File: src/rtl/cpu_defs_pkg.sv
// cpu_defs_pkg: shared types and constants for the data memory path
package cpu_defs_pkg;
  localparam int ADDR_W = 32;
  localparam int DATA_W = 32;
  localparam logic [1:0] SIZE_BYTE = 2'd0;
  localparam logic [1:0] SIZE_HALF = 2'd1;
  localparam logic [1:0] SIZE_WORD = 2'd2;
  typedef enum logic [1:0] {IDLE, ADDR, DATA, HOLD} sram_state_t;
endpackage

File: src/rtl/sram_req_buffer.sv
// sram_req_buffer: holds one captured memory request stable for the bus
module sram_req_buffer
  import cpu_defs_pkg::*;
#(
  parameter int ADDR_W = cpu_defs_pkg::ADDR_W,
  parameter int DATA_W = cpu_defs_pkg::DATA_W
) (
  input  logic              clk,
  input  logic              reset,
  input  logic              load,
  input  logic              we,
  input  logic [1:0]        size,
  input  logic [3:0]        wen,
  input  logic [ADDR_W-1:0] addr,
  input  logic [DATA_W-1:0] wdata,
  output logic              we_q,
  output logic [1:0]        size_q,
  output logic [3:0]        wen_q,
  output logic [ADDR_W-1:0] addr_q,
  output logic [DATA_W-1:0] wdata_q
);
  // capture the request on load, otherwise keep it untouched
  always_ff @(posedge clk)
    if (reset) {we_q, size_q, wen_q, addr_q, wdata_q} <= '0;
    else if (load) {we_q, size_q, wen_q, addr_q, wdata_q} <= {we, size, wen, addr, wdata};
endmodule

File: src/rtl/data_sram_bridge.sv
// data_sram_bridge: turns a single-cycle SRAM request into a split addr/data bus handshake
module data_sram_bridge
  import cpu_defs_pkg::*;
#(
  parameter int ADDR_W = cpu_defs_pkg::ADDR_W,
  parameter int DATA_W = cpu_defs_pkg::DATA_W
) (
  input  logic              clk,
  input  logic              reset,
  input  logic              mem_req,
  input  logic              mem_we,
  input  logic [1:0]        mem_size,
  input  logic [3:0]        mem_wen,
  input  logic [ADDR_W-1:0] mem_addr,
  input  logic [DATA_W-1:0] mem_wdata,
  input  logic              pipe_ready,
  input  logic              flush,
  output logic              mem_stall,
  output logic              mem_done,
  output logic [DATA_W-1:0] mem_rdata,
  output logic              bus_req,
  output logic              bus_wr,
  output logic [1:0]        bus_size,
  output logic [ADDR_W-1:0] bus_addr,
  output logic [3:0]        bus_wstrb,
  output logic [DATA_W-1:0] bus_wdata,
  input  logic              bus_addr_ok,
  input  logic              bus_data_ok,
  input  logic [DATA_W-1:0] bus_rdata
);
  sram_state_t       state_q, state_d;
  logic              cancel_q, cancel_d;
  logic [DATA_W-1:0] rdata_q;
  logic              load;
  logic              we_q;
  logic [3:0]        wen_q;

  sram_req_buffer #(.ADDR_W(ADDR_W), .DATA_W(DATA_W)) u_buf (
    .clk    (clk),
    .reset  (reset),
    .load   (load),
    .we     (mem_we),
    .size   (mem_size),
    .wen    (mem_wen),
    .addr   (mem_addr),
    .wdata  (mem_wdata),
    .we_q   (we_q),
    .size_q (bus_size),
    .wen_q  (wen_q),
    .addr_q (bus_addr),
    .wdata_q(bus_wdata)
  );

  // state, cancel flag and the read word captured on the response
  always_ff @(posedge clk)
    if (reset) begin
      state_q  <= IDLE;
      cancel_q <= 1'b0;
      rdata_q  <= '0;
    end else begin
      state_q  <= state_d;
      cancel_q <= cancel_d;
      if (state_q == DATA && bus_data_ok) rdata_q <= bus_rdata;
    end

  // a flush while the bus is busy only marks the result for discard
  always_comb begin
    state_d  = state_q;
    cancel_d = cancel_q;
    load     = 1'b0;
    case (state_q)
      IDLE: begin
        load    = mem_req & ~flush;
        state_d = load ? ADDR : IDLE;
      end
      ADDR: begin
        cancel_d = cancel_q | flush;
        state_d  = bus_addr_ok ? DATA : ADDR;
      end
      DATA: begin
        cancel_d = bus_data_ok ? 1'b0 : cancel_q | flush;
        state_d  = !bus_data_ok ? DATA : (cancel_q | flush) ? IDLE : HOLD;
      end
      HOLD: state_d = (pipe_ready | flush) ? IDLE : HOLD;
      default: state_d = IDLE;
    endcase
  end

  assign bus_req   = state_q == ADDR;
  assign bus_wr    = we_q;
  assign bus_wstrb = we_q ? wen_q : 4'b0000;
  assign mem_done  = state_q == HOLD;
  assign mem_rdata = rdata_q;
  assign mem_stall = (state_q == IDLE && mem_req && !flush) || state_q == ADDR ||
                     (state_q == DATA && !cancel_q);
endmodule

File: config.mk
export PLATFORM = sky130hd
export DESIGN_NAME = data_sram_bridge
export DESIGN_NICKNAME = d
export VERILOG_FILES = /design/src/rtl/cpu_defs_pkg.sv /design/src/rtl/sram_req_buffer.sv /design/src/rtl/data_sram_bridge.sv
export SDC_FILE = /design/constraint.sdc
export NUM_CORES = 1
export LEC_CHECK = 0
export ABC_AREA = 1
export BUFFER_PORTS_ARGS = -buffer_cell sky130_fd_sc_hd__buf_2
export CAP_MARGIN = 15
export CORE_ASPECT_RATIO = 0.6
export CORE_UTILIZATION = 40
export DETAILED_ROUTE_END_ITERATION = 10
export PLACE_DENSITY = 0.72
export SLEW_MARGIN = 15
export SYNTH_ARGS = -nofsm -noshare
export SYNTH_HDL_FRONTEND = slang
export SYNTH_SLANG_ARGS = --single-unit
File: constraint.sdc
create_clock -name clk -period 1.6 [get_ports clk]
set_input_delay 0.16 -clock clk [delete_from_list [all_inputs] [get_ports clk]]
set_output_delay 0.16 -clock clk [all_outputs]
set_load 0.05 [all_outputs]
==> impl_metrics.json, run 1 <==
{
  "status": "finished clean",
  "p_leak_nw": 2.76,
  "max_clock_freq_mhz": 654,
  "cap_violations": 0,
  "yosysTopAreaCell": "dfxtp_1",
  "place_area_sq_um": 4950,
  "period_share_pct": 95.6,
  "worstPathMaxFanout": 4,
  "setup_violations": 0,
  "cts_tree": "yes",
  "grt_pass1_wl_microns": 16400,
  "use_met3_pct": 6.14,
  "cts_buffers": 9,
  "syn_nets": 604,
  "dp.cells": 814,
  "drv_slew": 0,
  "cts.sinks": 106,
  "worstPathArrival_ns": 1.37,
  "timing.setup.tns_ns": 0,
  "synthTopCellsByArea": "dfxtp_1 (56%), nor2_1 (21%), o21ai_0 (11%)",
  "grt_pass1_vias": 3523,
  "initial_core_util_pct": 41.3,
  "path_clk_slew_ns": 0.07,
  "antenna_cells": 0,
  "synthDistinctLibCells": 17,
  "area_growth_pct": 40.3,
  "critPathSlowestCell": "dfxtp_2",
  "die-area_sq_um": 9930,
  "use_met1_pct": 25.7,
  "crit_path_cell_trace": "inv_2 -> ha_4 -> nand2_4 -> nor2_4 -> inv_2 -> nand2_2 -> buf_8",
  "start_kind": "flip-flop",
  "core_sq_um": 9220,
  "vias": 3865,
  "yosysTopAreaCellShare_pct": 55.7,
  "insertion_delay_ns": 0.33,
  "holdWs_ns": 0.0429,
  "post-route-drc-count": 0,
  "rsz0062_at_grt": "no",
  "port-buffer-count": 215,
  "use_met2_pct": 34.7,
  "slew_headroom_pct": 70.3,
  "clock_skew_ns": 0.00466,
  "grt_max_degree": 63,
  "final_nets": 812,
  "cpMostUsedCell": "inv_2",
  "wirelength_microns": 10400,
  "critPathBufInv": 3,
  "synth.avg_cell_area_sq_um": 7.77,
  "critPathMaxStageDelay_ns": 0.33,
  "irDropWorstVdd_mv": 0.553,
  "ys_seq_area_share_pct": 55.7,
  "h-tree-depth": 3,
  "grt.total_usage_pct": 20.6,
  "first_pass_iters": 5,
  "post_drt_via_cell_ratio": 4.64,
  "fp.dieH_microns": 77.6,
  "drtAntennaViolNets": 0,
  "fin_cells": 833,
  "fin_area_sq_um": 5340,
  "busiest_layer": "met2",
  "finalHoldViolCount": 0,
  "synth_warnings": 0,
  "num_rows": 27,
  "p_per_area_nw_per_um2": 1100,
  "io_pins": 216,
  "routedWlPerCell_microns": 12.5,
  "hold_class": "in -> reg",
  "worst_pin_slew_ns": 0.446,
  "gp_congestion": 0.769,
  "path_delay_family": "flip-flops",
  "die-width_microns": 128,
  "critPathRequiredTime_ns": 1.44,
  "syn_area_sq_um": 3810,
  "drt_iter0_markers": 183,
  "drive_gt1_share_pct": 36.7,
  "endpoint_kind": "output port",
  "grt_overflow_total": 0,
  "cts_root_buf": "clkbuf_16",
  "fill_cells": 872,
  "clock_path_buffers": 2,
  "hpwlAfterDp_microns": 7310,
  "netlist_instances": 490,
  "antenna_found_initial": 0,
  "crit_type": "reg -> out",
  "post-route-min-period_ns": 1.53,
  "synth-seq-cells": 106
}
## cells in the final DEF (no fill, tap or decap), types with 3 or more instances in the layout
| cell type | n |
|---|---|
| inv_1 | 8 |
| inv_2 | 3 |
| clkinv_2 | 3 |
| nand2_1 | 13 |
| clkbuf_16 | 9 |
| buf_4 | 9 |
| o21ai_1 | 18 |
| ha_4 | 3 |
| nor2_1 | 210 |
| a21oi_1 | 3 |
| buf_12 | 3 |
| inv_6 | 4 |
| buf_2 | 214 |
| o21ai_0 | 87 |
| dfxtp_1 | 104 |
## cells by family after synthesis
logic type	Yosys count	share of synthesized area [%]
compound gates	109	14.3
fa+ha+maj	4	1.31
buf+inv	44	6.04
flops	106	55.7
simple gates	227	22.6
## timing repair
action,4_1_cts,5_1_grt
pin swaps,3,4
gates cloned,1,0
endpoints found under the hold margin,0,0
setup buffers,1,1
endpoints found under the setup margin,73,61
gates resized for setup,11,15
hold buffers,0,0
## layout make-up
class,count,area [sq um],area share (%)
flip-flops and latches,106,2120,39.8
multi-input cells,341,1510,28.3
repair buffers,227,1210,22.7
clock buffers,9,225,4.21
well taps,130,163,3.04
inverters,13,53.8,1.01
clock inverters,7,50.0,0.937
## final timing paths
kind | start | endpoint | slack, ns | depth (start not counted)
max | state_q[0] | mem_stall | 0.07 | 7
min | mem_wen[2] | u_buf.wen_q[2] | 0.04 | 3
max reg2reg | state_q[0] | u_buf.addr_q[10] | 0.18 | 8
min reg2reg | mem_rdata[1] | mem_rdata[1] | 0.48 | 2
## power by group
group / internal (mW) / leakage (nW) / switching [mW] / total [mW]
sequential: 2.76 / 0.868 / 0.0618 / 2.83
clock: 1.07 / 0.141 / 0.988 / 2.06
combinational: 0.290 / 1.76 / 0.720 / 1.01
total: 4.13 / 2.76 / 1.77 / 5.89
## synthesized netlist by cell type (all sizes together)
cell type / number
ha: 4
nor2: 211
inv: 13
nand3: 1
clkbuf: 13
buf: 18
dfxtp: 106
a21oi: 4
nand2: 15
o21ai: 105
## worst min-delay path, stage by stage
cell,delay [ns]
buf_2,0.07
nor2_1,0.03
nor2_1,0.08
## through the flow
stage	power [mW]	worst slack, ns	utilization, %
floorplan	3.56	0.0817	-
global route	6.14	0.00253	57.9
detailed placement	3.86	-0.138	53.7
finish	5.89	0.0702	57.9
CTS	5.93	0.0144	57.3
global placement	3.85	-0.0126	53.7
## routing by layer
metal	wire, microns	vias to the layer above
met4	70	0
met1	4750	1751
met5	0	-
met3	741	7
met2	4840	134
li1	-	1973
## sequential cells by signal (all words and copies together) (netlist names)
register / cells
mem_rdata: 32
u_buf.addr_q: 32
u_buf.wdata_q: 32
u_buf.wen_q: 4
state_q: 2
u_buf.size_q: 2
cancel_q: 1
u_buf.we_q: 1
Power figures use the tool's default switching activity.
==> run 2, diff against run 1 <==
- CORE_MARGIN: not set -> 5
- RECOVER_POWER: not set -> 25
==> impl_metrics.json, run 2 (synthesized netlist as in run 1, its figures left out) <==
{
  "hold_depth": 3,
  "hpwlAfterDp_microns": 8520,
  "p_per_area_nw_per_um2": 1120,
  "insertion_delay_ns": 0.33,
  "worst_pin_slew_ns": 0.638,
  "irDropWorstVdd_mv": 0.506,
  "timing.rr.end": "u_buf.addr_q[9]",
  "finalHoldViolCount": 0,
  "layout_commonest_cell": "nor2_1",
  "cts.sinks": 106,
  "grt_pass1_vias": 3695,
  "hold_path_end": "u_buf.addr_q[2]",
  "antenna_cells": 0,
  "antenna_found_initial": 0,
  "area_growth_pct": 37.5,
  "cts_buffers": 9,
  "holdWs_ns": 0.0447,
  "post_drt_via_cell_ratio": 4.59,
  "first_pass_iters": 4,
  "grt.total_usage_pct": 18.6,
  "cts_tree": "yes",
  "worstPathArrival_ns": 1.39,
  "drive_gt1_share_pct": 29.1,
  "cts_root_buf": "clkbuf_16",
  "max_clock_freq_mhz": 646,
  "drt_iter0_markers": 177,
  "vias": 3823,
  "port-buffer-count": 215,
  "final_nets": 811,
  "routedWlPerCell_microns": 13.6,
  "setup_violations": 0,
  "grt_max_degree": 69,
  "post-route-min-period_ns": 1.55,
  "grt_overflow_total": 0,
  "post-route-drc-count": 0,
  "cap_violations": 0,
  "period_share_pct": 96.7,
  "dp.cells": 815,
  "total_power_mw": 5.89,
  "p_leak_nw": 2.54,
  "gp_congestion": 0.737,
  "place_ws_ns": 0.182,
  "initial_core_util_pct": 41.3,
  "h-tree-depth": 3,
  "slew_headroom_pct": 57.6,
  "r2r-start": "state_q[0]",
  "status": "finished clean",
  "setup_ws_ns": 0.0521,
  "regToRegSetupSlack_ns": 0.14,
  "die-width_microns": 136,
  "clock_path_buffers": 2,
  "core_sq_um": 9220,
  "io_pins": 216,
  "crit_type": "reg -> out",
  "die-area_sq_um": 11600,
  "grt_pass1_wl_microns": 17600,
  "hold_class": "in -> reg",
  "worstHoldStart": "mem_addr[2]",
  "path_clk_slew_ns": 0.07,
  "layout_common_cells": "nor2_1 (210), buf_2 (162), dfxtp_1 (104), o21ai_0 (87), clkbuf_1 (52)",
  "endpoint_kind": "output port",
  "drtAntennaViolNets": 0,
  "wirelength_microns": 11300,
  "hold_buffers": 0,
  "clock_skew_ns": 0.00909,
  "fin_cells": 832,
  "start_kind": "flip-flop",
  "worstPathMaxFanout": 4,
  "critPathRequiredTime_ns": 1.44,
  "r2r_cells": 8,
  "drv_slew": 0,
  "fp.dieH_microns": 85.6,
  "num_rows": 27
}
[run 2: changes by cell type in the layout (fill, tap and decap cells not counted), sizes merged]
cell / previous run / this run
clkbuf: 9 / 62
buf: 227 / 175
clkinv: 3 / 2
clkinvlp: 0 / 1
inv: 17 / 16
nor2: 212 / 211
[run 2: critical path: stages, from the launching register on]
cell	delay [ns]
dfxtp_2	0.34
inv_2	0.09
ha_4	0.14
nand2_2	0.05
nor2_4	0.12
inv_2	0.07
nand2_2	0.09
buf_8	0.15
[run 2: how the worst max path moves through the flow]
stage	to	startpoint	cells past startpoint
floorplan	mem_stall	state_q[0]	7
global placement	mem_stall	state_q[0]	7
detailed placement	u_buf.addr_q[9]	state_q[0]	7
CTS	mem_stall	state_q[0]	7
global route	mem_stall	state_q[0]	7
finish	mem_stall	state_q[0]	7
[run 2: routing by layer]
metal	track usage, %	vias up	wire length, microns
met3	6.45	11	980
met5	0	-	0
met1	22.9	1696	5030
li1	-	1970	-
met2	31.3	146	5170
met4	4.67	0	131
[run 2: cell type report]
cell class / count / area, sq um
inverter: 13 / 48.8
clock inverter: 6 / 47.5
multi-input combinational: 340 / 1480
fill: 892 / 3980
sequential: 106 / 2120
tap: 130 / 163
clock buffer: 10 / 239
timing repair buffer: 227 / 1140
[run 2: report_power, final]
| group | internal (mW) | leakage, nW | switching [mW] |
|---|---|---|---|
| clock | 1.12 | 0.140 | 0.971 |
| sequential | 2.76 | 0.868 | 0.0656 |
| combinational | 0.260 | 1.53 | 0.717 |
| total | 4.14 | 2.54 | 1.75 |
[run 2: what timing repair did]
item	4_1_cts	5_1_grt
pin swaps	1	1
gates resized for setup	10	3
setup buffers	1	0
endpoints found under the setup margin	1	6
[run 2: per-stage QoR]
stage | setup TNS [ns] | util, % | cell area [sq um]
4_1_cts | 0 | 57.3 | 5290
2_1_floorplan | 0 | - | 3810
3_3_place_gp | 0 | 53.9 | 4970
3_5_place_dp | 0 | 53.9 | 4970
6_report | 0 | 56.8 | 5240
5_1_grt | -0.00199 | 56.8 | 5240
==> run 3, diff against run 2 <==
- CORE_UTILIZATION: 40 -> 30
- PLACE_DENSITY: 0.72 -> 0.56
==> impl_metrics.json, run 3 (synthesized netlist as in run 1, its figures left out) <==
{
  "status": "finished clean",
  "vias": 3754,
  "h-tree-depth": 3,
  "p_sw_share_pct": 28.7,
  "seqPwrFrac_pct": 47.5,
  "layout_common_cells": "nor2_1 (209), buf_2 (162), dfxtp_1 (104), o21ai_0 (87), clkbuf_1 (54)",
  "p_switching_mw": 1.71,
  "endpoint_kind": "output port",
  "num_rows": 31,
  "finalHoldViolCount": 0,
  "period_share_pct": 94.2,
  "clock_path_buffers": 2,
  "critPathMaxStageDelay_ns": 0.35,
  "total_power_mw": 5.95,
  "slew_headroom_pct": 56.3,
  "drtAntennaViolNets": 0,
  "use_met1_pct": 19.3,
  "antenna_cells": 0,
  "p_int_mw": 4.24,
  "grt.total_usage_pct": 14.6,
  "grt_pass1_wl_microns": 18500,
  "cts_root_buf": "clkbuf_16",
  "crit_type": "reg -> out",
  "cts_buffers": 9,
  "rsz0062_at_grt": "no",
  "grt_overflow_total": 0,
  "max_clock_freq_mhz": 663,
  "p_per_area_nw_per_um2": 1130,
  "gp_congestion": 0.802,
  "final_nets": 808,
  "critPathSlowestCell": "dfxtp_2",
  "p_leak_nw": 2.53,
  "post_drt_via_cell_ratio": 4.35,
  "die-width_microns": 155,
  "drv_slew": 0,
  "core_sq_um": 12300,
  "cts.sinks": 106,
  "die-area_sq_um": 15100,
  "setup_violations": 0,
  "critPathRequiredTime_ns": 1.44,
  "worstPathArrival_ns": 1.35,
  "insertion_delay_ns": 0.34,
  "port-buffer-count": 215,
  "clock_skew_ns": 0.00823,
  "hold_buffers": 0,
  "routedWlPerCell_microns": 13.2,
  "grt_max_degree": 60,
  "irDropWorstVdd_mv": 0.435,
  "post-route-min-period_ns": 1.51,
  "worst_pin_slew_ns": 0.658,
  "comb_power_share_pct": 16.5,
  "path_clk_slew_ns": 0.07,
  "power_frac_clock_pct": 36.0,
  "fp.dieH_microns": 97.3,
  "worstPathMaxFanout": 3,
  "crit_path_cell_trace": "inv_2 -> ha_1 -> a21oi_2 -> nand2_2 -> buf_12",
  "use_met3_pct": 6.10,
  "timing.setup.tns_ns": 0,
  "hpwlAfterDp_microns": 8370,
  "start_kind": "flip-flop",
  "cap_violations": 0,
  "area_growth_pct": 38.7,
  "io_pins": 216,
  "antenna_found_initial": 0,
  "layout_commonest_cell": "nor2_1",
  "drive_gt1_share_pct": 28.4,
  "post-route-drc-count": 0,
  "drt_iter0_markers": 147,
  "initial_core_util_pct": 31.1,
  "cts_tree": "yes",
  "busiest_layer": "met2",
  "use_met2_pct": 22.1,
  "wirelength_microns": 11400,
  "grt_pass1_vias": 3669,
  "first_pass_iters": 6,
  "hold_class": "in -> reg"
}
run 3: critical path, delay by kind of cell, from the launching register on:
family / cells / cell delay, ns
AO/OA/AOI/OAI: 1 / 0.16
adder cells (fa/ha/maj): 1 / 0.23
buffers and inverters: 2 / 0.21
flip-flops: 1 / 0.35
AND/OR/NAND/NOR: 1 / 0.07
run 3: per-stage QoR:
step                instance area, sq um  hold WS, ns  setup WS, ns  utilization (%)  cells
global placement                    5020        0.381         0.169             41.0    847
finish                              5280       0.0440        0.0926             43.1    863
floorplan                           3810        0.295        0.0817                -    490
CTS                                 5320       0.0259        0.0341             43.4    863
detailed placement                  5020        0.387        0.0915             41.0    847
global route                        5280       0.0380       0.00365             43.1    863
run 3: layout make-up:
class                           count  area (sq um)
Fill cell                        1298          6980
Timing Repair Buffer              224          1130
Tap cell                          165           206
Multi-Input combinational cell    340          1480
Inverter                           13          48.8
Clock inverter                      4          53.8
Sequential cell                   106          2120
Clock buffer                       11           233
run 3: power by group through the flow:
stage	registers, mW	clock network (mW)	logic (mW)
floorplan	3.29	0	0.266
global placement	2.88	0	0.988
detailed placement	2.88	0	0.996
CTS	2.83	2.24	1.00
global route	2.85	2.34	1.06
finish	2.83	2.14	0.980
run 3: worst paths after layout:
kind / start / end / slack (ns) / cells past startpoint
max: state_q[0] / mem_stall / 0.09 / 5
min reg2reg: mem_rdata[27] / mem_rdata[27] / 0.48 / 2
min: mem_addr[1] / u_buf.addr_q[1] / 0.04 / 3
max reg2reg: state_q[0] / u_buf.we_q / 0.15 / 9
run 3: timing repair:
item,CTS,global route
endpoints found under the setup margin,1,46
resized for setup,3,8
pin swaps,0,1
buffers inserted,1,0
run 3: routing by layer:
layer  routed length (microns)  up-vias  part of all wire (%)
li1                          -     1962                     -
met5                         0        -                     0
met1                      5290     1658                    47
met2                      4870      125                    43
met4                        82        0                  0.72
met3                      1130        9                   9.9
